===== src/rtl/pcs_pkg.sv =====
// Shared constants and types for the 64b/66b receive PCS descrambler and block-lock logic.
package pcs_pkg;

  localparam int unsigned SCR_LEN = 58;
  localparam int unsigned SCR_TAP = 39;

  localparam logic [1:0] SH_DATA = 2'b01;
  localparam logic [1:0] SH_CTRL = 2'b10;

  typedef enum logic [1:0] {
    HUNT,
    LOCKED,
    SLIP_HOLD
  } lock_state_t;

  function automatic logic sh_is_good(input logic [1:0] sh);
    return (sh == SH_DATA) || (sh == SH_CTRL);
  endfunction

endpackage


===== src/rtl/pcs_block_lock_fsm.sv =====
// 66b sync-header block-lock state machine: hunts for lock, monitors bad headers while locked,
// and issues single-cycle gearbox slip requests followed by a fixed hold-off.
module pcs_block_lock_fsm
  import pcs_pkg::*;
#(
  parameter int unsigned SH_GOOD_LOCK = 64,
  parameter int unsigned SH_WIN       = 64,
  parameter int unsigned SH_BAD_MAX   = 16,
  parameter int unsigned SLIP_WAIT    = 4
) (
  input  logic CLK,
  input  logic reset,
  input  logic hdr_valid,
  input  logic hdr_good,
  output logic block_lock,
  output logic slip
);

  localparam int unsigned MAX_CNT = (SH_GOOD_LOCK > SH_WIN) ? SH_GOOD_LOCK : SH_WIN;
  localparam int unsigned CNT_W   = $clog2(MAX_CNT + 1);
  localparam int unsigned WAIT_W  = (SLIP_WAIT > 1) ? $clog2(SLIP_WAIT + 1) : 1;

  localparam logic [CNT_W-1:0]  GOOD_LIM  = CNT_W'(SH_GOOD_LOCK);
  localparam logic [CNT_W-1:0]  WIN_LIM   = CNT_W'(SH_WIN);
  localparam logic [CNT_W-1:0]  BAD_LIM   = CNT_W'(SH_BAD_MAX);
  localparam logic [WAIT_W-1:0] WAIT_LAST = WAIT_W'((SLIP_WAIT > 0) ? SLIP_WAIT - 1 : 0);

  lock_state_t       state;
  logic [CNT_W-1:0]  good_cnt;
  logic [CNT_W-1:0]  win_cnt;
  logic [CNT_W-1:0]  bad_cnt;
  logic [WAIT_W-1:0] wait_cnt;

  logic [CNT_W-1:0]  good_inc;
  logic [CNT_W-1:0]  win_inc;
  logic [CNT_W-1:0]  bad_inc;

  always_comb begin
    good_inc = good_cnt + CNT_W'(1);
    win_inc  = win_cnt + CNT_W'(1);
    bad_inc  = bad_cnt + CNT_W'(!hdr_good);
  end

  always_ff @(posedge CLK) begin
    if (reset) begin
      state      <= HUNT;
      good_cnt   <= '0;
      win_cnt    <= '0;
      bad_cnt    <= '0;
      wait_cnt   <= '0;
      block_lock <= 1'b0;
      slip       <= 1'b0;
    end else begin
      slip <= 1'b0;
      case (state)
        HUNT: begin
          if (hdr_valid) begin
            if (!hdr_good) begin
              slip     <= 1'b1;
              state    <= SLIP_HOLD;
              good_cnt <= '0;
              wait_cnt <= '0;
            end else if (good_inc == GOOD_LIM) begin
              state      <= LOCKED;
              block_lock <= 1'b1;
              good_cnt   <= '0;
              win_cnt    <= '0;
              bad_cnt    <= '0;
            end else begin
              good_cnt <= good_inc;
            end
          end
        end

        // Hold-off counts raw cycles so the gearbox slip settles before headers are trusted again.
        SLIP_HOLD: begin
          if (wait_cnt == WAIT_LAST) begin
            state    <= HUNT;
            wait_cnt <= '0;
            good_cnt <= '0;
          end else begin
            wait_cnt <= wait_cnt + WAIT_W'(1);
          end
        end

        LOCKED: begin
          if (hdr_valid) begin
            if (bad_inc == BAD_LIM) begin
              block_lock <= 1'b0;
              slip       <= 1'b1;
              state      <= SLIP_HOLD;
              win_cnt    <= '0;
              bad_cnt    <= '0;
              wait_cnt   <= '0;
            end else if (win_inc == WIN_LIM) begin
              win_cnt <= '0;
              bad_cnt <= '0;
            end else begin
              win_cnt <= win_inc;
              bad_cnt <= bad_inc;
            end
          end
        end

        default: begin
          state      <= HUNT;
          block_lock <= 1'b0;
        end
      endcase
    end
  end

endmodule


===== src/rtl/pcs_descrambler_lock.sv =====
// Self-synchronous x^58+x^39+1 descrambler with registered outputs and 66b block lock.
// Optional DESCRAMBLER_BYPASS_EN adds a bypass input passing payload through unmodified.
module pcs_descrambler_lock
  import pcs_pkg::*;
#(
  parameter int unsigned DATA_W       = 64,
  parameter int unsigned SH_GOOD_LOCK = 64,
  parameter int unsigned SH_WIN       = 64,
  parameter int unsigned SH_BAD_MAX   = 16,
  parameter int unsigned SLIP_WAIT    = 4
) (
  input  logic              CLK,
  input  logic              reset,
`ifdef DESCRAMBLER_BYPASS_EN
  input  logic              bypass,
`endif
  input  logic              in_valid,
  input  logic [DATA_W-1:0] in_data,
  input  logic              in_sh_valid,
  input  logic [1:0]        in_sh,
  output logic              out_valid,
  output logic [DATA_W-1:0] out_data,
  output logic [1:0]        out_sh,
  output logic              out_sh_valid,
  output logic              block_lock,
  output logic              slip
);

  logic [SCR_LEN-1:0]        hist;
  logic [DATA_W+SCR_LEN-1:0] ext;
  logic [DATA_W-1:0]         descr;
  logic [DATA_W-1:0]         data_next;

  // ext[SCR_LEN+i] is the current bit; lower indices reach back 39 and 58 bit times.
  always_comb begin
    ext   = {in_data, hist};
    descr = '0;
    for (int unsigned i = 0; i < DATA_W; i++) begin
      descr[i] = ext[SCR_LEN + i] ^ ext[SCR_LEN - SCR_TAP + i] ^ ext[i];
    end
  end

`ifdef DESCRAMBLER_BYPASS_EN
  assign data_next = bypass ? in_data : descr;
`else
  assign data_next = descr;
`endif

  always_ff @(posedge CLK) begin
    if (reset) begin
      hist         <= '0;
      out_valid    <= 1'b0;
      out_data     <= '0;
      out_sh       <= '0;
      out_sh_valid <= 1'b0;
    end else begin
      out_valid    <= in_valid;
      out_sh_valid <= in_valid & in_sh_valid;
      if (in_valid) begin
        hist     <= ext[DATA_W +: SCR_LEN];
        out_data <= data_next;
        out_sh   <= in_sh;
      end
    end
  end

  pcs_block_lock_fsm #(
    .SH_GOOD_LOCK(SH_GOOD_LOCK),
    .SH_WIN      (SH_WIN),
    .SH_BAD_MAX  (SH_BAD_MAX),
    .SLIP_WAIT   (SLIP_WAIT)
  ) u_lock (
    .CLK       (CLK),
    .reset     (reset),
    .hdr_valid (in_valid & in_sh_valid),
    .hdr_good  (sh_is_good(in_sh)),
    .block_lock(block_lock),
    .slip      (slip)
  );

endmodule


===== config.mk =====
export PLATFORM = sky130hd
export DESIGN_NAME = pcs_descrambler_lock
export DESIGN_NICKNAME = d
export VERILOG_FILES = /design/src/rtl/pcs_pkg.sv /design/src/rtl/pcs_block_lock_fsm.sv /design/src/rtl/pcs_descrambler_lock.sv
export SDC_FILE = /design/constraint.sdc
export NUM_CORES = 1
export LEC_CHECK = 0
export CORE_ASPECT_RATIO = 0.6
export CORE_MARGIN = 1.5
export CORE_UTILIZATION = 35
export DETAILED_ROUTE_END_ITERATION = 10
export PLACE_DENSITY = 0.68
export SLEW_MARGIN = 20
export SYNTH_ARGS = -nofsm -noshare
export SYNTH_HDL_FRONTEND = slang
export SYNTH_HIERARCHICAL = 1
export SYNTH_SLANG_ARGS = --single-unit

===== constraint.sdc =====
create_clock -name CLK -period 5.6 [get_ports CLK]
set_input_delay 0.56 -clock CLK [delete_from_list [all_inputs] [get_ports CLK]]
set_output_delay 0.56 -clock CLK [all_outputs]
set_load 0.03 [all_outputs]

# Word level (Yosys, flattened, before mapping)
# Index checks and enable logic that the tools add are counted.
# W data, S select, Z words.
word_totals:
  elab_cells: 213
  regBits: 154
  output_inout_bits: 70
  inputBits: 70
op_classes:
  addsub: 4
  muxes: 40
  reduce_logical: 11
  bitwise_logic: 130
  n_eq_ne: 16
ops:
  columns: ["operator", "count"]
  rows:
  - ["$xor A1 B1 Y1", 128]
  - ["$mux W7", 13]
  - ["$pmux W7 S2", 3]
  - ["$mux W3", 5]
  - ["$reduce_and A5 Y1", 3]
  - ["$add A7 B1 Y7 const B", 2]
  - ["$eq A7 B7 Y1 const B", 2]
  - ["$mux W2", 6]
  - ["$ne A2 B1 Y1 const B", 6]
  - ["$mux W1", 9]
  - ["$pmux W3 S3", 1]
  - ["$add A7 B1 Y7", 1]
  - ["$eq A7 B5 Y1 const B", 1]
  - ["$pmux W2 S3", 1]
  - ["$reduce_and A6 Y1", 1]
  - ["$eq A2 B1 Y1 const B", 2]
  - ["$eq A2 B2 Y1 const B", 2]
  - ["$reduce_bool A2 Y1", 2]
  - ["$add A3 B1 Y3 const B", 1]
  - ["$eq A3 B2 Y1 const B", 1]
  - ["$ne A3 B3 Y1 const B", 1]
  - ["$pmux W1 S3", 1]
  - ["$reduce_and A3 Y1", 1]
  - ["$reduce_bool A3 Y1", 1]
  - ["7 further kinds", 7]

# Logic depth before layout (Yosys ltp)
# Gate-level depths: netlist of run 1.
logic_depth:
  ltp_word: 8
  mapped_depth: 10

# By module
# The synthesis of run 1 kept the hierarchy.
modules_own_cells:
  columns: ["mod", "area_per_inst_um2", "seq_area_each_um2", "cells_per_inst", "instances"]
  rows:
  - ["pcs_descrambler_lock", 6058.3, 2522.4, 550, 1]
  - ["pcs_block_lock_fsm", 1649.1, 560.5, 214, 1]

# Worst setup path before layout of run 1
# Ideal clock, no wire load.
synth_timing:
  path_kind: "input-to-reg"
  from: "in in_sh[1]"
  to: "reg u_lock.state[1]"
  t_arrival_ns: 2.801
  path_stages: 9
  setup_ns: 0.070
  path_slack_ns: 2.729
  required_ns: 5.530
  path_cell_list: "xor2_1 -> inv_1 -> ha_1 -> ha_1 -> or4_1 -> mux2i_2 -> nand2_1 -> a211o_1 -> a21oi_1"
synth_via:
  elab_chain_len: 7
  elab_cells_between_ends: 12
synth_lines:
  columns: ["element", "line", "source"]
  rows:
  - ["start, declared", "pcs_descrambler_lock.sv:20", "input logic [1:0] in_sh,"]
  - ["$eq A2 B1 Y1 or $eq A2 B2 Y1 (tied branches)", "pcs_pkg.sv:17", "return (sh == SH_DATA) || (sh == SH_CTRL);"]
  - ["$logic_or A1 B1 Y1 (*)", "pcs_pkg.sv:17", null]
  - ["$logic_not A1 Y1", "pcs_block_lock_fsm.sv:41", "bad_inc = bad_cnt + CNT_W'(!hdr_good);"]
  - ["$add A7 B1 Y7", "pcs_block_lock_fsm.sv:41", null]
  - ["$eq A7 B5 Y1", "pcs_block_lock_fsm.sv:88", "if (bad_inc == BAD_LIM) begin"]
  - ["$ne A2 B1 Y1 (no source line)", null, null]
  - ["$reduce_and A5 Y1 (no source line)", null, null]
  - ["end signal, assigned", "pcs_block_lock_fsm.sv:46", "state <= HUNT;"]
  - ["end signal, assigned", "pcs_block_lock_fsm.sv:91", "state <= SLIP_HOLD;"]
  - ["end signal, assigned", "pcs_block_lock_fsm.sv:106", "state <= HUNT;"]
  - ["end, declared", "pcs_block_lock_fsm.sv:28", "lock_state_t state;"]
# Mark *: on every way between the ends. The rest lies on a longest branch, timed or not. The select of a mux whose other input is x is not followed.
# A chain may end at the register's enable or synchronous reset.

# Final worst setup path of run 1
layout_timing:
  from: "in in_sh[1]"
  to: "reg u_lock.wait_cnt[1]"
layout_via:
  elab_chain_len: 7
  elab_cells_between_ends: 9
layout_lines:
  columns: ["element", "line", "source"]
  rows:
  - ["$eq A2 B1 Y1 or $eq A2 B2 Y1 (tied branches)", "pcs_pkg.sv:17", null]
  - ["$logic_or A1 B1 Y1 (*)", "pcs_pkg.sv:17", null]
  - ["$logic_not A1 Y1", "pcs_block_lock_fsm.sv:41", null]
  - ["$add A7 B1 Y7", "pcs_block_lock_fsm.sv:41", null]
  - ["$eq A7 B5 Y1", "pcs_block_lock_fsm.sv:88", null]
  - ["$ne A2 B1 Y1 (no source line)", null, null]
  - ["$reduce_and A5 Y1 (no source line) (*)", null, null]
  - ["end signal, assigned", "pcs_block_lock_fsm.sv:82", "wait_cnt <= wait_cnt + WAIT_W'(1);"]
  - ["end, declared", "pcs_block_lock_fsm.sv:32", "logic [WAIT_W-1:0] wait_cnt;"]
# Mark *: on every way between the ends. The rest lies on a longest branch, timed or not.

==> results of run 1 <==
## stage by stage
step	instance area, µm²	instances	power, mW	setup WS [ps]
after global placement	9120	1141	1.78	1970
after CTS	9660	1172	2.89	2290
after global routing	9660	1172	2.98	2060
after detailed placement	9120	1141	1.78	1840
final	9660	1172	2.86	2290
after floorplan	7710	764	1.57	2730
## flip-flops by register name (all words and copies together), names as in the netlist
| name | cells |
|---|---|
| out_data | 64 |
| hist | 58 |
| u_lock/bad_cnt | 7 |
| u_lock/good_cnt | 7 |
| u_lock/win_cnt | 7 |
| u_lock/wait_cnt | 3 |
| out_sh | 2 |
| u_lock/state | 2 |
| out_sh_valid | 1 |
| out_valid | 1 |
| u_lock/block_lock | 1 |
| u_lock/slip | 1 |
## power by group
group          total, mW  switching, mW  internal [mW]
Combinational      0.537          0.281          0.256
Clock               1.10          0.452          0.650
Sequential          1.23         0.0575           1.17
## routing by layer
layer | vias up | share of wire | track usage
met2 | 191 | 0.35 | 0.213
met1 | 2766 | 0.57 | 0.303
met4 | 0 | 0.011 | 0.0435
met3 | 14 | 0.073 | 0.0559
met5 | - | 0 | 0
li1 | 2918 | - | -
## layout by cell type (no fill, tap or decap), types with 2 or more instances in the layout
master / count
nand3_1: 14
nand4_1: 4
xor3_1: 28
clkdlybuf4s50_1: 137
clkinv_2: 5
a311oi_1: 2
dfxtp_1: 154
a21oi_1: 15
clkbuf_16: 17
a31oi_1: 4
o21ai_1: 2
nand2b_1: 41
mux2i_1: 88
nand2_1: 63
and3_1: 3
clkinvlp_4: 2
bufinv_16: 2
o21ai_0: 6
clkbuf_1: 5
nor3b_1: 12
nand3b_1: 20
xor2_1: 37
nor3_1: 6
or2_2: 2
nor3b_2: 10
buf_4: 2
or3_1: 4
o221ai_1: 36
nor2_1: 120
and2_1: 2
a211oi_1: 2
o41ai_1: 2
inv_1: 5
a22oi_1: 7
ha_1: 6
buf_6: 2
nor2b_1: 6
## logic make-up after synthesis
family	Yosys count	synth area share
and+or+nand+nor	314	0.207
DFF	154	0.400
muxes	90	0.118
AOI/OAI and AO/OA	85	0.0851
xor gates and xnor gates	67	0.132
buffers and inverters	48	0.0485
adders and majority gates	6	0.00974
## critical path, delay by kind of cell
family / cells / cell delay, ps
compound gates: 2 / 510
buf+inv: 2 / 640
fa+ha+maj: 2 / 570
xor+xnor: 1 / 340
mux: 1 / 410
simple gates: 2 / 540
## how the worst min path moves through the flow
stage | start | end | depth (start not counted)
final | u_lock/wait_cnt[2] | u_lock/wait_cnt[2] | 1
after global routing | u_lock/wait_cnt[2] | u_lock/wait_cnt[2] | 1
after CTS | u_lock/wait_cnt[2] | u_lock/wait_cnt[2] | 1
after detailed placement | u_lock/wait_cnt[2] | u_lock/wait_cnt[2] | 1
after global placement | u_lock/wait_cnt[2] | u_lock/wait_cnt[2] | 1
after floorplan | u_lock/wait_cnt[2] | u_lock/wait_cnt[2] | 1
## final cells by class
class	instances	area, µm²	area share
clock buffer	22	444	0.0460
clock inverter	9	100	0.0104
inverter	5	18.8	0.00194
multi-input combinational	562	4260	0.441
sequential	154	3080	0.319
tap	279	349	0.0361
timing repair buffer	141	1410	0.146
==> flow_summary_export.csv, run 1 <==
group,metric,value,unit
detailed_routing,finalWirelength,20.7,mm
clocking,cts_buffer_depth,2,
setup_path,crit-reg2reg-capture,"u_lock/bad_cnt[1]",
placement,globalplace.congestion,0.788,
setup_path,regToRegSetupSlack,3030,ps
flow_run,maxCapViolCount,0,
setup_path,critical_path.max_stage_delay,490,ps
clocking,worstSkewPairLatency,410,ps
pwr,power_per_cell_area,296,nW/µm²
floorplan,dieHeight,118,µm
pwr,p_leak,3.85,nW
detailed_routing,post_drt_antenna_nets,0,
logic_synthesis,syn-mean-instance-area,10.1,µm²
cells_and_area,num-nets-final,957,
setup_path,crit_path_cell_trace,"clkdlybuf4s50_1 > xor2_1 > inv_1 > ha_1 > ha_1 > or4_1 > mux2i_2 > a41oi_1 > a22oi_1 > nor2_1",
timing,slew_headroom,0.332,
setup_path,origin_of_the_worst_setup_path,"in_sh[1]",
timing,hold_viol_final,0,
global_routing,groute.usage.overall,0.182,
logic_synthesis,synth_area_leaders,"dfxtp_1 (40%), mux2i_1 (11%), xor3_1 (8.6%), nor2_1 (5.8%), xor2_1 (4.2%)",
setup_path,crit_fanout,6,
floorplan,std_cell_rows,41,
clocking,tritoncts,"done",
floorplan,area_of_the_core,21300,µm²
logic_synthesis,synth_cell_types,54,
setup_path,critical_path.endpoint_type,"register",
logic_synthesis,synthesis.area,7710,µm²
timing,report.final.slew_viol_count,0,
timing,finalSetupViolations,0,
cells_and_area,fillCellCount,1960,
global_routing,overflow,0,
clocking,cts_sinks,154,
floorplan,start_util,0.362,
clocking,cts-htree-levels,4,
logic_synthesis,ys_top_cells_by_count,"dfxtp_1 (154), nor2_1 (120), mux2i_1 (88), nand2_1 (63), nand2b_1 (41)",
timing,timing.fmax,302,MHz
clocking,cts-resized-gates,0,
min_path,hp-class,"reg -> reg",
floorplan,design.portCount,140,
floorplan,die-width,195,µm
clocking,clk_transition_reported_paths,60,ps
setup_path,critical_path_arrival,3580,ps
detailed_routing,detailroute.via_count,5889,
run_status,run_status,"complete, no violations",
setup_path,critPathRequiredTime,5860,ps
cells_and_area,final_layout_size_suffix_gt1_frac,0.0571,
setup_path,timing.critical_path.from_type,"input port",
clocking,cts_made_buffers,17,
timing,final.setup.tns,0,ps
setup_path,worst-setup-path-type,"in -> reg",
detailed_routing,drt-initial-drc-count,554,
cells_and_area,finalCoreUtilization,0.454,
placement,dp_hpwl,15.3,mm
cells_and_area,count_of_antenna_diodes_in_the_layout,0,
timing,layout_worst_path_cycle_share,0.592,
detailed_routing,routedWlPerCell,17.7,µm
timing,rsz0062_at_grt,"false",
global_routing,antenna_violations_before_repair,0,
logic_synthesis,synth_async_sr_flop_share,0,
logic_synthesis,yosysTopAreaCell,"dfxtp_1",
logic_synthesis,synthesis.instances,764,
timing,max_slew.worst_pin.slew,1000,ps
placement,io_buffers,139,
logic_synthesis,synth_fp_nets,840,
global_routing,grt_first_pass_wirelength,31.8,mm
cells_and_area,syn_to_final_growth,25.3,%
setup_path,cp_common_cell,"ha_1",
timing,final.setup_skew,6.54,ps
logic_synthesis,synth-seq-cells,154,
detailed_routing,detail_route.drc_violations,0,
setup_path,r2r_start,"u_lock/win_cnt[0]",
logic_synthesis,yosys_most_used_dff,"dfxtp_1",
detailed_routing,routed_via_density,5.02,
setup_path,slowest_stage,"clkdlybuf4s50_1",
logic_synthesis,part_of_the_yosys_area_used_for_sequential_elements,0.400,
global_routing,maximum_number_of_pins_on_one_net_before_global_route_repair,124,
timing,hold_slack,477,ps
logic_synthesis,synth_most_common_cell,"dfxtp_1",
setup_path,worst-r2r-cell-count,7,
logic_synthesis,yosysWarnings,6,
clocking,root_buffer,"clkbuf_16",
logic_synthesis,edff_count_synth,0,
timing,final.min_clock_period,3310,ps
floorplan,design.die.area,22900,µm²
logic_synthesis,synth_top_cell_area_share,0.400,
clocking,post_cts_hold_buffer_count,0,
setup_path,crit_end,"u_lock/wait_cnt[1]",
pwr,power.ir.vdd_worst,0.000202,V
global_routing,via_count_of_the_first_global_routing_pass,5353,
clocking,count_of_buffers_added_by_post_cts_timing_repair_for_setup,0,
detailed_routing,drt-pass1-iter-count,6,
Note: power is estimated with default switching activity, not from simulation.
==> inputs of run 2 (changes only) <==
==> constraint.sdc (replaced) <==
create_clock -name CLK -period 3.3 [get_ports CLK]
set_input_delay 0.33 -clock CLK [delete_from_list [all_inputs] [get_ports CLK]]
set_output_delay 0.33 -clock CLK [all_outputs]
set_load 0.03 [all_outputs]
==> run 2 against run 1 <==
Net effect: critical path depth up 1; global-route usage about the same; sequential power increased by 68%; combinational power is 71% higher; via count fell by 0.32%; setup slack got worse by 1700 ps; first-iteration DRC count down 21%; power grew 77%; count of clock-buffer cells in the layout fell by 3; cell count up 0.26%; clock power rose by 90%; non-clock buffer count grew 3; highest routed layer unchanged.
==> flow_summary_export.csv, run 2 (synthesized netlist as in run 1, its figures left out) <==
group,metric,value,unit
run_status,run_status,"complete, no violations",
setup_path,worst_path_dominant_cell_family,"buffers and inverters",
timing,max_slew.worst_pin.slew,935,ps
setup_path,worst-setup-path-type,"in -> reg",
cells_and_area,multi_input_gate_area,4260,µm²
clocking,cts-resized-gates,0,
clocking,post_cts_hold_buffer_count,0,
clocking,cts_made_buffers,17,
detailed_routing,finalWirelength,20.9,mm
timing,final.setup.tns,0,ps
timing,final.min_clock_period,2730,ps
clocking,tritoncts,"done",
clocking,cts-htree-levels,4,
floorplan,start_util,0.362,
detailed_routing,drt-pass1-iter-count,6,
setup_path,crit_fanout,6,
clocking,worstSkewPairLatency,420,ps
floorplan,design.portCount,140,
pwr,power.ir.vdd_worst,0.000352,V
min_path,hp-class,"in -> reg",
detailed_routing,post_drt_antenna_nets,0,
floorplan,design.die.area,22900,µm²
placement,dp_hpwl,15.4,mm
cells_and_area,num-nets-final,960,
pwr,total_power,5.08,mW
clocking,clk_transition_reported_paths,70,ps
setup_path,cp_common_cell,"ha_1",
setup_path,critical_path.max_stage_delay,490,ps
timing,timing.fmax,366,MHz
clocking,root_buffer,"clkbuf_16",
floorplan,std_cell_rows,41,
global_routing,antenna_violations_before_repair,0,
pwr,power_per_cell_area,520,nW/µm²
setup_path,critPathRequiredTime,3660,ps
clocking,cts_sinks,154,
global_routing,grt_first_pass_wirelength,31.7,mm
timing,slew_headroom,0.377,
floorplan,die-width,195,µm
timing,rsz0062_at_grt,"false",
setup_path,critical_path_arrival,3090,ps
global_routing,groute.usage.overall,0.183,
timing,final.setup_skew,11.4,ps
cells_and_area,fillCellCount,1947,
cells_and_area,regMostFlops,"out_data",
timing,finalSetupViolations,0,
timing,hold_slack,418,ps
setup_path,timing.critical_path.from_type,"input port",
floorplan,dieHeight,118,µm
pwr,p_leak,3.91,nW
detailed_routing,routedWlPerCell,17.8,µm
detailed_routing,routed_via_density,5.00,
detailed_routing,detailroute.via_count,5870,
cells_and_area,count_of_antenna_diodes_in_the_layout,0,
timing,hold_viol_final,0,
placement,place_area,9150,µm²
setup_path,crit_path_cell_trace,"clkdlybuf4s50_1 > xor2_1 > inv_1 > ha_1 > ha_1 > or4_1 > mux2i_2 > buf_4 > nand2_1 > a211o_1 > a21oi_1",
floorplan,area_of_the_core,21300,µm²
clocking,count_of_buffers_added_by_post_cts_timing_repair_for_setup,0,
global_routing,maximum_number_of_pins_on_one_net_before_global_route_repair,162,
placement,io_buffers,139,
setup_path,worst-path-buf-inv,3,
placement,globalplace.congestion,0.822,
setup_path,critical_path.endpoint_type,"register",
global_routing,overflow,0,
cells_and_area,final_common_cell,"dfxtp_1",
clocking,cts_buffer_depth,2,
flow_run,maxCapViolCount,0,
cells_and_area,area_of_all_sequential_standard_cells,3080,µm²
detailed_routing,drt-initial-drc-count,440,
timing,layout_worst_path_cycle_share,0.828,
cells_and_area,final_cell_area,9770,µm²
cells_and_area,largest_register_ffs,64,
cells_and_area,largest_registers,"out_data: 64 flops, hist: 58 flops",
cells_and_area,layout_common_cells,"dfxtp_1 (154), clkdlybuf4s50_1 (137), nor2_1 (120), mux2i_1 (88), nand2_1 (63)",
cells_and_area,syn_to_final_growth,26.8,%
setup_path,slowest_stage,"clkdlybuf4s50_1",
cells_and_area,final_layout_size_suffix_gt1_frac,0.0658,
global_routing,via_count_of_the_first_global_routing_pass,5298,
detailed_routing,detail_route.drc_violations,0,
timing,report.final.slew_viol_count,0,
[run 2: cell types whose count changed in the layout (fill, tap and decap cells not counted)]
cell,previous run,this run
buf_12,0,1
buf_4,2,4
bufinv_16,2,4
clkbuf_1,5,0
clkbuf_8,0,2
clkinv_4,0,1
clkinvlp_4,2,1
inv_6,0,1
[run 2: worst reg2reg max path: cells and delay by family (launching register included)]
family | cells | cell delay (ps)
AO/OA/AOI/OAI | 3 | 980
adder cells (fa/ha/maj) | 1 | 370
flip-flops | 1 | 440
AND/OR/NAND/NOR | 3 | 750
[run 2: metal layers]
layer / global-route usage / vias up / wire length (µm) / share of wire
met4: 0.0420 / 0 / 172 / 0.0082
met3: 0.0559 / 13 / 1540 / 0.074
met2: 0.213 / 180 / 7330 / 0.35
met1: 0.304 / 2741 / 11900 / 0.57
li1: - / 2936 / - / -
met5: 0 / - / 0 / 0
[run 2: where the power goes]
part	internal, mW	leakage [nW]	switching (mW)	total, mW
combinational	0.440	2.34	0.479	0.919
sequential	1.98	1.27	0.0937	2.07
clock	1.30	0.309	0.789	2.09
[run 2: area by class of cell]
cell class,count,area share
tap,279,0.0357
clock buffer,19,0.0463
clock inverter,12,0.0174
timing repair buffer,144,0.148
multi-input combinational,562,0.435
sequential,154,0.315
inverter,5,0.00192
[run 2: final timing paths]
check	from	end	slack, ps	depth (start not counted)
hold reg to reg	u_lock/wait_cnt[2]	u_lock/wait_cnt[2]	490	1
hold / removal	in_valid	out_sh_valid	420	3
setup reg to reg	u_lock/win_cnt[0]	u_lock/bad_cnt[4]	600	7
setup / recovery	in_sh[0]	u_lock/state[1]	570	11
[run 2: metrics by stage]
| step | setup WS [ps] | util | cells |
|---|---|---|---|
| floorplan | 659 | - | 764 |
| global placement | 248 | 0.430 | 1144 |
| detailed placement | 175 | 0.430 | 1144 |
| CTS | 609 | 0.459 | 1175 |
| global route | 396 | 0.459 | 1175 |
| finish | 567 | 0.459 | 1175 |
==> inputs of run 3 (changes only) <==
--- a/config.mk
+++ b/config.mk
@@ -9,7 +9,7 @@
 export CORE_MARGIN = 1.5
 export CORE_UTILIZATION = 35
 export DETAILED_ROUTE_END_ITERATION = 10
-export PLACE_DENSITY = 0.68
+export PLACE_DENSITY = 0.7
 export SLEW_MARGIN = 20
 export SYNTH_ARGS = -nofsm -noshare
 export SYNTH_HDL_FRONTEND = slang
==> constraint.sdc (replaced) <==
create_clock -name CLK -period 2.3 [get_ports CLK]
set_input_delay 0.23 -clock CLK [delete_from_list [all_inputs] [get_ports CLK]]
set_output_delay 0.23 -clock CLK [all_outputs]
set_load 0.03 [all_outputs]
==> run 3 against run 2 <==
Net effect: cell count increased by 2.0%; power up 43%; highest routed layer unchanged; global-route usage up 0.28 points; die area is the same; setup slack worse by 470 ps; first-iteration DRC count down 23%; critical endpoint is now u_lock/win_cnt[5].
==> flow_summary_export.csv, run 3 (synthesized netlist as in run 1, its figures left out) <==
group,metric,value,unit
placement,io_buffers,139,
timing,hold_viol_final,0,
global_routing,maximum_number_of_pins_on_one_net_before_global_route_repair,162,
cells_and_area,largest_registers,"out_data: 64 flops, hist: 58 flops",
clocking,cts_buffer_depth,2,
timing,final.setup_skew,8.89,ps
detailed_routing,post_drt_antenna_nets,0,
floorplan,area_of_the_core,21300,µm²
pwr,power_per_cell_area,729,nW/µm²
placement,globalplace.congestion,0.806,
global_routing,gr-usage-met3,0.0490,
cells_and_area,regMostFlops,"out_data",
clocking,cts_sinks,154,
pwr,clock_power_share,0.407,
floorplan,die-width,195,µm
cells_and_area,fillCellCount,2010,
timing,layout_worst_path_cycle_share,0.959,
timing,post-route-worst-setup-slack,95.3,ps
global_routing,overflow,0,
floorplan,start_util,0.362,
min_path,hp-class,"in -> reg",
setup_path,crit_fanout,8,
cells_and_area,syn_to_final_growth,29.6,%
timing,report.final.slew_viol_count,0,
floorplan,std_cell_rows,41,
detailed_routing,drt-pass1-iter-count,5,
timing,final.min_clock_period,2200,ps
detailed_routing,detail_route.drc_violations,0,
setup_path,critical_path_arrival,2550,ps
timing,timing.fmax,454,MHz
floorplan,design.die.area,22900,µm²
setup_path,critPathRequiredTime,2650,ps
timing,hold_slack,160,ps
flow_run,maxCapViolCount,0,
pwr,p_sw,1.96,mW
pwr,power.ir.vdd_worst,0.000501,V
global_routing,groute.usage.overall,0.186,
setup_path,timing.critical_path.from_type,"register",
clocking,worstSkewPairLatency,420,ps
cells_and_area,final_common_cell,"dfxtp_1",
floorplan,dieHeight,118,µm
setup_path,worst-setup-path-type,"reg -> reg",
detailed_routing,routedWlPerCell,17.5,µm
setup_path,critical_path.endpoint_type,"register",
detailed_routing,routed_via_density,4.96,
pwr,p_leak,4.03,nW
pwr,power_report.internal_total,5.33,mW
placement,dp_hpwl,15.6,mm
clocking,clk_transition_reported_paths,70,ps
timing,max_slew.worst_pin.slew,973,ps
cells_and_area,layout_common_cells,"dfxtp_1 (154), clkdlybuf4s50_1 (135), nor2_1 (120), mux2i_1 (88), nand2_1 (63)",
global_routing,use_met1,0.308,
pwr,comb_power_share,0.184,
detailed_routing,drt-initial-drc-count,341,
detailed_routing,detailroute.via_count,5945,
timing,rsz0062_at_grt,"true",
clocking,root_buffer,"clkbuf_16",
global_routing,antenna_violations_before_repair,1,
detailed_routing,finalWirelength,20.9,mm
global_routing,grt_first_pass_wirelength,32.2,mm
clocking,cts-htree-levels,4,
pwr,p_sw_frac,0.269,
cells_and_area,largest_register_ffs,64,
timing,finalSetupViolations,0,
timing,slew_headroom,0.352,
floorplan,design.portCount,140,
global_routing,via_count_of_the_first_global_routing_pass,5472,
clocking,tritoncts,"done",
cells_and_area,final_layout_size_suffix_gt1_frac,0.0936,
pwr,sequentialPowerShare,0.409,
cells_and_area,count_of_antenna_diodes_in_the_layout,0,
run_status,run_status,"complete, no violations",
global_routing,grtUsageMet2,0.220,
placement,detailedPlace.worstSlack,-726,ps
clocking,cts_made_buffers,17,
cells_and_area,num-nets-final,983,
global_routing,gr-max-usage-layer,"met1",
run 3: changes by cell type in the layout (fill, tap and decap cells not counted), sizes merged:
cell,delta
inv,-1
clkinv,+1
clkdlybuf4s50,-2
clkbuf,+1
buf,+23
clkdlybuf4s15,+1
run 3: worst paths after layout:
kind | slack [ps] | start | cells after the start | end
worst max register to register | 100 | u_lock/bad_cnt[0] | 9 | u_lock/win_cnt[5]
worst min-delay path | 160 | in_sh[1] | 3 | out_sh[1]
worst min register to register | 480 | u_lock/wait_cnt[2] | 1 | u_lock/wait_cnt[2]
worst max-delay path | 100 | u_lock/bad_cnt[0] | 9 | u_lock/win_cnt[5]
run 3: power groups by stage:
stage	sequential [mW]	combinational (mW)	clock, mW
after floorplan	3.21	0.615	0
after global placement	3.03	1.32	0
after detailed placement	3.03	1.33	0
after CTS	2.98	1.34	3.03
after global routing	3.00	1.42	3.15
final	2.98	1.34	2.97
run 3: per-layer routing:
layer	vias up	routed length, µm
li1	2967	-
met1	2775	12200
met2	190	7220
met3	13	1340
met4	0	174
met5	-	0
run 3: what timing repair did:
item / in CTS / in global routing
hold buffers: 0 / 0
gates resized for setup: 3 / 6
buffers inserted: 3 / 0
pin swaps: 2 / 2
setup endpoints to repair: 19 / 9
run 3: cell type report:
type / instances / area (µm²) / share of cell area
Clock inverter: 12 / 174 / 0.0174
Timing Repair Buffer: 167 / 1630 / 0.163
Sequential cell: 154 / 3080 / 0.309
Tap cell: 279 / 349 / 0.0349
Clock buffer: 19 / 443 / 0.0443
Multi-Input combinational cell: 562 / 4300 / 0.430
Inverter: 5 / 18.8 / 0.00188
run 3: critical path: stages (launching register included):
cell and delay (ps):
dfxtp_1 330, ha_1 200, buf_4 140, and3_1 180
and3_1 230, mux2i_4 200, buf_6 130, a211oi_4 400
nand3_1 130, a31oi_1 170
run 3: per-stage QoR:
step / power (mW) / std cells / util / TNS (ps) / instance area, µm²
floorplan: 3.83 / 764 / - / 0 / 7740
global placement: 4.35 / 1165 / 0.439 / -10530 / 9350
detailed placement: 4.36 / 1165 / 0.439 / -12010 / 9350
CTS: 7.34 / 1199 / 0.469 / 0 / 9990
global route: 7.58 / 1198 / 0.469 / -31.2 / 9990
finish: 7.28 / 1198 / 0.469 / 0 / 9990
